`src/rtl/regfile_op_sequencer.sv`:
```
// Four-phase register-file operation sequencer: accepts one op, reads two sources,
// executes an 8-bit ALU op and writes the destination back, pulsing done.
module regfile_op_sequencer #(
    parameter bit ZERO_REG_PROTECT = 1'b0
) (
    input  logic       clk,
    input  logic       Reset,
    input  logic       op_valid,
    output logic       op_ready,
    input  logic [2:0] op_code,
    input  logic [3:0] op_src1,
    input  logic [3:0] op_src2,
    input  logic [3:0] op_dst,
    output logic       RegFileRead,
    output logic       RegFileWrite,
    output logic [3:0] Source1,
    output logic [3:0] Source2,
    output logic [3:0] Destin,
    output logic [7:0] Datain,
    input  logic [7:0] Dataout1,
    input  logic [7:0] Dataout2,
    output logic       done,
    output logic [7:0] result,
    output logic       carry,
    output logic       zero
);

    typedef enum logic [1:0] {
        ST_IDLE  = 2'd0,
        ST_READ  = 2'd1,
        ST_EXEC  = 2'd2,
        ST_WRITE = 2'd3
    } state_t;

    localparam logic [2:0] OP_MOV = 3'd0;
    localparam logic [2:0] OP_ADD = 3'd1;
    localparam logic [2:0] OP_SUB = 3'd2;
    localparam logic [2:0] OP_AND = 3'd3;
    localparam logic [2:0] OP_OR  = 3'd4;
    localparam logic [2:0] OP_XOR = 3'd5;
    localparam logic [2:0] OP_NOT = 3'd6;
    localparam logic [2:0] OP_NOP = 3'd7;

    state_t     state_r;
    state_t     state_next_s;
    logic [2:0] op_code_r;
    logic [3:0] src1_r;
    logic [3:0] src2_r;
    logic [3:0] dst_r;
    logic [7:0] a_r;
    logic [7:0] b_r;
    logic [7:0] result_r;
    logic       carry_r;
    logic       zero_r;
    logic [8:0] alu_s;
    logic       accept_s;
    logic       write_en_s;

    // Bit 8 carries the ADD carry-out or the SUB borrow; it is 0 for every other op.
    function automatic logic [8:0] alu_calc(input logic [2:0] code,
                                            input logic [7:0] a,
                                            input logic [7:0] b);
        logic [8:0] res;
        case (code)
            OP_MOV:  res = {1'b0, a};
            OP_ADD:  res = {1'b0, a} + {1'b0, b};
            OP_SUB:  res = {1'b0, a} - {1'b0, b};
            OP_AND:  res = {1'b0, a & b};
            OP_OR:   res = {1'b0, a | b};
            OP_XOR:  res = {1'b0, a ^ b};
            OP_NOT:  res = {1'b0, ~a};
            default: res = 9'd0;
        endcase
        return res;
    endfunction

    assign alu_s      = alu_calc(op_code_r, a_r, b_r);
    assign accept_s   = op_valid && op_ready;
    assign write_en_s = (op_code_r != OP_NOP) && !(ZERO_REG_PROTECT && (dst_r == 4'd0));

    // State register
    always_ff @(posedge clk) begin
        if (Reset) begin
            state_r <= ST_IDLE;
        end else begin
            state_r <= state_next_s;
        end
    end

    // Next-state logic: only the IDLE exit waits on a handshake
    always_comb begin
        state_next_s = state_r;
        case (state_r)
            ST_IDLE: begin
                if (accept_s) begin
                    state_next_s = ST_READ;
                end else begin
                    state_next_s = ST_IDLE;
                end
            end
            ST_READ:  state_next_s = ST_EXEC;
            ST_EXEC:  state_next_s = ST_WRITE;
            ST_WRITE: state_next_s = ST_IDLE;
            default:  state_next_s = ST_IDLE;
        endcase
    end

    // Output decode; Reset masks every strobe so an abandoned op never writes
    always_comb begin
        op_ready     = 1'b0;
        RegFileRead  = 1'b0;
        RegFileWrite = 1'b0;
        done         = 1'b0;
        Datain       = 8'h00;
        if (!Reset) begin
            case (state_r)
                ST_IDLE:  op_ready = 1'b1;
                ST_READ:  RegFileRead = 1'b1;
                ST_EXEC:  op_ready = 1'b0;
                ST_WRITE: begin
                    RegFileWrite = write_en_s;
                    done         = 1'b1;
                    Datain       = result_r;
                end
                default:  op_ready = 1'b0;
            endcase
        end else begin
            op_ready = 1'b0;
        end
    end

    // Operation capture, operand capture and result/flag update
    always_ff @(posedge clk) begin
        if (Reset) begin
            op_code_r <= 3'd0;
            src1_r    <= 4'd0;
            src2_r    <= 4'd0;
            dst_r     <= 4'd0;
            a_r       <= 8'h00;
            b_r       <= 8'h00;
            result_r  <= 8'h00;
            carry_r   <= 1'b0;
            zero_r    <= 1'b0;
        end else begin
            if (accept_s) begin
                op_code_r <= op_code;
                src1_r    <= op_src1;
                src2_r    <= op_src2;
                dst_r     <= op_dst;
            end
            if (state_r == ST_READ) begin
                a_r <= Dataout1;
                b_r <= Dataout2;
            end
            // New result becomes visible in the WRITE cycle; NOP leaves it untouched
            if ((state_r == ST_EXEC) && (op_code_r != OP_NOP)) begin
                result_r <= alu_s[7:0];
                carry_r  <= alu_s[8];
                zero_r   <= (alu_s[7:0] == 8'h00);
            end
        end
    end

    assign Source1 = src1_r;
    assign Source2 = src2_r;
    assign Destin  = dst_r;
    assign result  = result_r;
    assign carry   = carry_r;
    assign zero    = zero_r;

endmodule

```
`config.mk`:
```
export PLATFORM = sky130hd
export DESIGN_NAME = regfile_op_sequencer
export DESIGN_NICKNAME = d
export VERILOG_FILES = /design/src/rtl/regfile_op_sequencer.sv
export SDC_FILE = /design/constraint.sdc
export NUM_CORES = 1
export LEC_CHECK = 0
export BUFFER_PORTS_ARGS = -buffer_cell sky130_fd_sc_hd__buf_2
export CAP_MARGIN = 10
export CORE_ASPECT_RATIO = 1.75
export CORE_UTILIZATION = 25
export DETAILED_ROUTE_END_ITERATION = 8
export GPL_ROUTABILITY_DRIVEN = 0
export PLACE_DENSITY_LB_ADDON = 0.08
export SYNTH_ARGS = -nofsm -noshare
export SYNTH_HDL_FRONTEND = slang
export SYNTH_SLANG_ARGS = --single-unit
```
`constraint.sdc`:
```
create_clock -name clk -period 3.9 [get_ports clk]
set_clock_uncertainty 0.15 [all_clocks]
set_input_delay 0.78 -clock clk [delete_from_list [all_inputs] [get_ports clk]]
set_output_delay 0.78 -clock clk [all_outputs]
set_load 0.02 [all_outputs]
```
; ---- Yosys cells after proc, flatten, opt, wreduce, memory -nomap -nowiden
; Cells that the tools add are included.
[word_totals]
inputBits = 34
word_cells = 44
reg_bits = 43
output_inout_bits = 34
[classes]
n_bitwise = 4
reduce_logical = 5
n_mux = 13
n_addsub = 2
eq_ne = 10
[op_table]
columns = op, n
row1 = 9-bit case mux with 7 select lines, 1
row2 = 8-bit two-way mux, 2
row3 = 8-bit by 8-bit adder with 9-bit output, 1
row4 = "3-bit equality test, second input constant", 3
row5 = 1-bit two-way mux, 9
row6 = 8-bit by 8-bit subtractor with 9-bit output, 1
row7 = 8-bit AND, 1
row8 = 8-bit zero test, 1
row9 = 8-bit NOT, 1
row10 = 8-bit bitwise OR, 1
row11 = 2-bit case mux with 4 select lines, 1
row12 = 8-bit bitwise XOR, 1
row13 = "3-bit by 2-bit equality test with 1-bit output, second input constant", 2
row14 = "2-bit equality test, second input constant", 2
row15 = "3-bit by 1-bit equality test with 1-bit output, second input constant", 1
row16 = 3-bit zero test, 1
row17 = "3-bit inequality test, second input constant", 1
row18 = "2-bit by 1-bit equality test with 1-bit output, second input constant", 1
row19 = 1-bit logical AND, 2
row20 = 2-bit zero test, 1

; ---- Logic depth before layout (Yosys ltp)
[depth]
word_depth = 6
mapped_depth = 11
depth_no_buf = 11

; ---- Least setup slack after synthesis
; No wires, ideal clock.
[synth_timing]
path_type = register -> register
from = register op_code_r[1]
to = register zero_r, in the netlist zero
n_path_buf = 1
arrival_ps = 2640
path_stages_with_launch = 10
slack_ps = 1041
path_cell_list = dfxtp_1 > buf_6 > nor3b_4 > mux2_2 > fa_1 > a21oi_1 > mux4_2 > nor4_2 > nand3_1 > o21ai_1
[synth_between]
elab_chain_cells = 3
[synth_lines]
columns = item, line_no
row1 = "start, declared", 46  ; logic [2:0] op_code_r;
row2 = "start signal, assigned", 146  ; op_code_r <= op_code;
row3 = "3-bit equality test, or another cell as far along", 64  ; case (code)
row4 = 9-bit case mux with 7 select lines, 64
row5 = 8-bit zero test, 159  ; zero_r <= (alu_s[7:0] == 8'h00);
row6 = "end signal, assigned", 159
row7 = "end, declared", 54  ; logic zero_r;
; Several ways; a longest one is shown, not always the timed one.
; A chain may end at the register's enable or synchronous reset.

; ---- Worst setup path after layout
[layout_timing]
from = register op_code_r[0]
to = register result_r[6], in the netlist result[6]
[layout_between]
elab_chain_cells = 2
[layout_lines]
columns = item, line_no
row1 = "3-bit equality test, or another cell as far along", 64
row2 = 9-bit case mux with 7 select lines or 1-bit logical AND (tied branches), "64, 156"
row3 = "end signal, assigned", 157  ; result_r <= alu_s[7:0];
row4 = "end, declared", 52  ; logic [7:0] result_r;
; Several ways; a longest one is shown, not always the timed one.

==> run_results.csv <==
group,metric,value,unit
global_route,grt.met3_usage,2.11,%
floorplanning,design.core.area,11200,sq um
sta,fmax,334,MHz
power,finalPower,0.00132,W
placement,dpl.hpwl,6.69,mm
sta,setup_slack,0.904,ns
synthesis,syn-num-nets,406,
synthesis,synth_edf_count,0,
sta,holdWs,0.307,ns
drt,drt-pass1-iter-count,4,
cells_and_area,finalNetCount,469,
floorplanning,die_w,83.1,um
cells_and_area,fin_cells,537,
outcome,outcome,"complete, no violations",
critical_path,end_kind,"register",
clocking,cts_tree,"built",
clocking,postCtsHoldBufs,0,
placement,placed_cells,529,
sta,hold_viol,0,
critical_path,cp-start-kind,"register",
floorplanning,io_pins,68,
synthesis,synthTopCellsByArea,"dfxtp_1 30%, ha_1 13%, mux2i_1 8.0%",
floorplanning,die_area,12000,sq um
cells_and_area,area_growth,21.5,%
drt,vias,2616,
critical_path,timing.rr.end,"result[6]$_SDFFE_PP0P_",
critical_path,arrival,3.05,ns
cells_and_area,drive_gt1_share,23.2,%
sta,slew_violations,0,
global_route,antenna_found_initial,0,
drt,wirelength,8.58,mm
sta,setup-tns-final,0,ns
synthesis,post-synth-top-area-fraction,29.9,%
synthesis,synth_warnings,0,
global_route,grt_usage,15.0,%
clocking,cts_buffers,5,
worst_hold_path,hold_depth,2,
global_route,use_met2,29.5,%
drt,routedWlPerCell,16.0,um
critical_path,cp.required,3.95,ns
worst_hold_path,hp-start,"carry$_SDFFE_PP0P_",
drt,antenna_left,0,
power,ir_worst_vdd,0.175,mV
sta,tightest_slew,0.939,ns
critical_path,r2r_cells,8,
cells_and_area,final_common_cell,"buf_2",
global_route,grt_start_max_net_pins,32,
worst_hold_path,whs_endpoint,"carry$_SDFFE_PP0P_",
placement,dp_slack,0.914,ns
synthesis,ys_async_sr_fraction,0,%
sta,period_minus_slack,3.00,ns
critical_path,critical_path_class,"register to register",
global_route,grt_pass1_wl,13.8,mm
clocking,numClockSinks,43,
cells_and_area,antenna_cells,0,
global_route,top_usage_layer,"met2",
clocking,clk_latency,0.29,ns
synthesis,ys_ff_latch,43,
clocking,cts_max_level,2,
sta,maxSlewHeadroom,37.2,%
critical_path,cp_max_fo,9,
sta,setup_viol,0,
synthesis,syn_avg_cell_area,8.45,sq um
power,power_density,378,nW/um^2
global_route,use_met1,14.3,%
floorplanning,die_h,144,um
drt,drtIter0Drc,76,
power,leakage,1.55,nW
synthesis,synth_top_flop_cell,"dfxtp_1",
clocking,cts_resized,0,
drt,drc,0,
job,drv_cap,0,
synthesis,ys_types,58,
critical_path,r2r-start,"op_code_r[0]$_SDFFE_PP0P_",
synthesis,syn_inst,341,
worst_hold_path,hp-class,"register to register",
floorplanning,rows,51,
clocking,cts_setup_buffers,0,
clocking,clk_pin_slew_worst_paths,0.07,ns
synthesis,synth_area_leader_cell,"dfxtp_1",
sta,rsz0062_at_grt,"false",
cells_and_area,mostFrequentLayoutCells,"67 x buf_2, 43 x dfxtp_1, 39 x nor2_1",
clocking,cts_root_buf,"clkbuf_16",
critical_path,regToRegSetupSlack,0.90,ns
drt,via_per_inst,4.87,
synthesis,seq_area_frac_synth,29.9,%
global_route,grt_pass1_vias,2691,
clocking,clockBufferDepth,2,
floorplanning,initial_core_util,25.8,%
global_route,gr-total-overflow,0,
sta,min_period_over_period,76.8,%
synthesis,syn_area,2880,sq um
placement,place.port_buffers,67,
-- kinds of logic (layout without fill, tap and decap cells) --
| family | after synthesis | in the layout | share of synthesized area [%] |
|---|---|---|---|
| multiplexers | 25 | 25 | 9.17 |
| AO/OA/AOI/OAI | 73 | 73 | 17.8 |
| XOR/XNOR | 10 | 10 | 3.30 |
| flip-flops | 43 | 43 | 29.9 |
| AND/OR/NAND/NOR | 115 | 115 | 19.7 |
| buffers and inverters | 44 | 108 | 6.47 |
| adder cells (fa/ha/maj) | 31 | 31 | 13.7 |
-- cell usage after synthesis (all sizes together), types with 2 or more instances --
| library cell | n |
|---|---|
| a211o | 2 |
| a211oi | 8 |
| a21oi | 11 |
| a221o | 3 |
| a221oi | 4 |
| a22o | 3 |
| a31oi | 4 |
| a41oi | 2 |
| and2 | 11 |
| and4 | 2 |
| buf | 8 |
| clkbuf | 10 |
| dfxtp | 43 |
| ha | 30 |
| inv | 26 |
| mux2i | 23 |
| nand2 | 34 |
| nand2b | 4 |
| nand3 | 3 |
| nor2 | 39 |
| nor2b | 9 |
| nor3 | 2 |
| nor4 | 2 |
| o21ai | 22 |
| o31ai | 2 |
| or3b | 3 |
| xnor2 | 8 |
| xor2 | 2 |
-- critical path: stages (launching register included) --
cell and delay [ns]:
dfxtp_1 0.33, nor3b_4 0.44, mux2_2 0.43, fa_1 0.43, nand2b_1 0.18, a21oi_1 0.14
o21ai_0 0.16, a211o_1 0.36, a311oi_1 0.27
-- flip-flops by register name, summed over array words and instances, names as in the netlist --
register	cells
carry	1
a_r	8
b_r	8
state_r	2
Source2	4
zero	1
Source1	4
op_code_r	3
Destin	4
result	8
-- where the power goes --
part	internal, W	switching (W)
registers	0.000468	0.0000234
logic	0.000157	0.000231
clock network	0.000256	0.000187
-- through the flow --
stage | instance area, sq um | util [%]
CTS | 3500 | 31.3
global route | 3500 | 31.3
global placement | 3340 | 29.9
floorplan | 2880 | -
detailed placement | 3340 | 29.9
finish | 3500 | 31.3
-- worst max path at each step --
stage	startpoint	endpoint	slack, ns	cells after the start
finish	op_code_r[0]$_SDFFE_PP0P_	result[6]$_SDFFE_PP0P_	0.90	8
global route	op_code_r[1]$_SDFFE_PP0P_	zero$_SDFFE_PP0P_	0.73	8
CTS	op_code_r[0]$_SDFFE_PP0P_	zero$_SDFFE_PP0P_	0.89	8
detailed placement	op_code_r[1]$_SDFFE_PP0P_	zero$_SDFFE_PP0P_	0.91	8
global placement	op_code_r[0]$_SDFFE_PP0P_	zero$_SDFFE_PP0P_	0.97	8
floorplan	op_code_r[1]$_SDFFE_PP0P_	zero$_SDFFE_PP0P_	1.04	9
-- area by class of cell --
cell class,instances,area (sq um)
Inverter,26,97.6
Clock inverter,2,16.3
Tap cell,132,165
Multi-Input combinational cell,254,1830
Fill cell,1211,7670
Sequential cell,43,861
Timing Repair Buffer,74,388
Clock buffer,6,139
-- per-layer routing --
metal | wire (um) | part of all wire, %
met5 | 0 | 0
met4 | 445 | 5.2
met3 | 247 | 2.9
met2 | 4780 | 56
met1 | 3110 | 36
No activity file was read; power rests on OpenSTA's default activity.
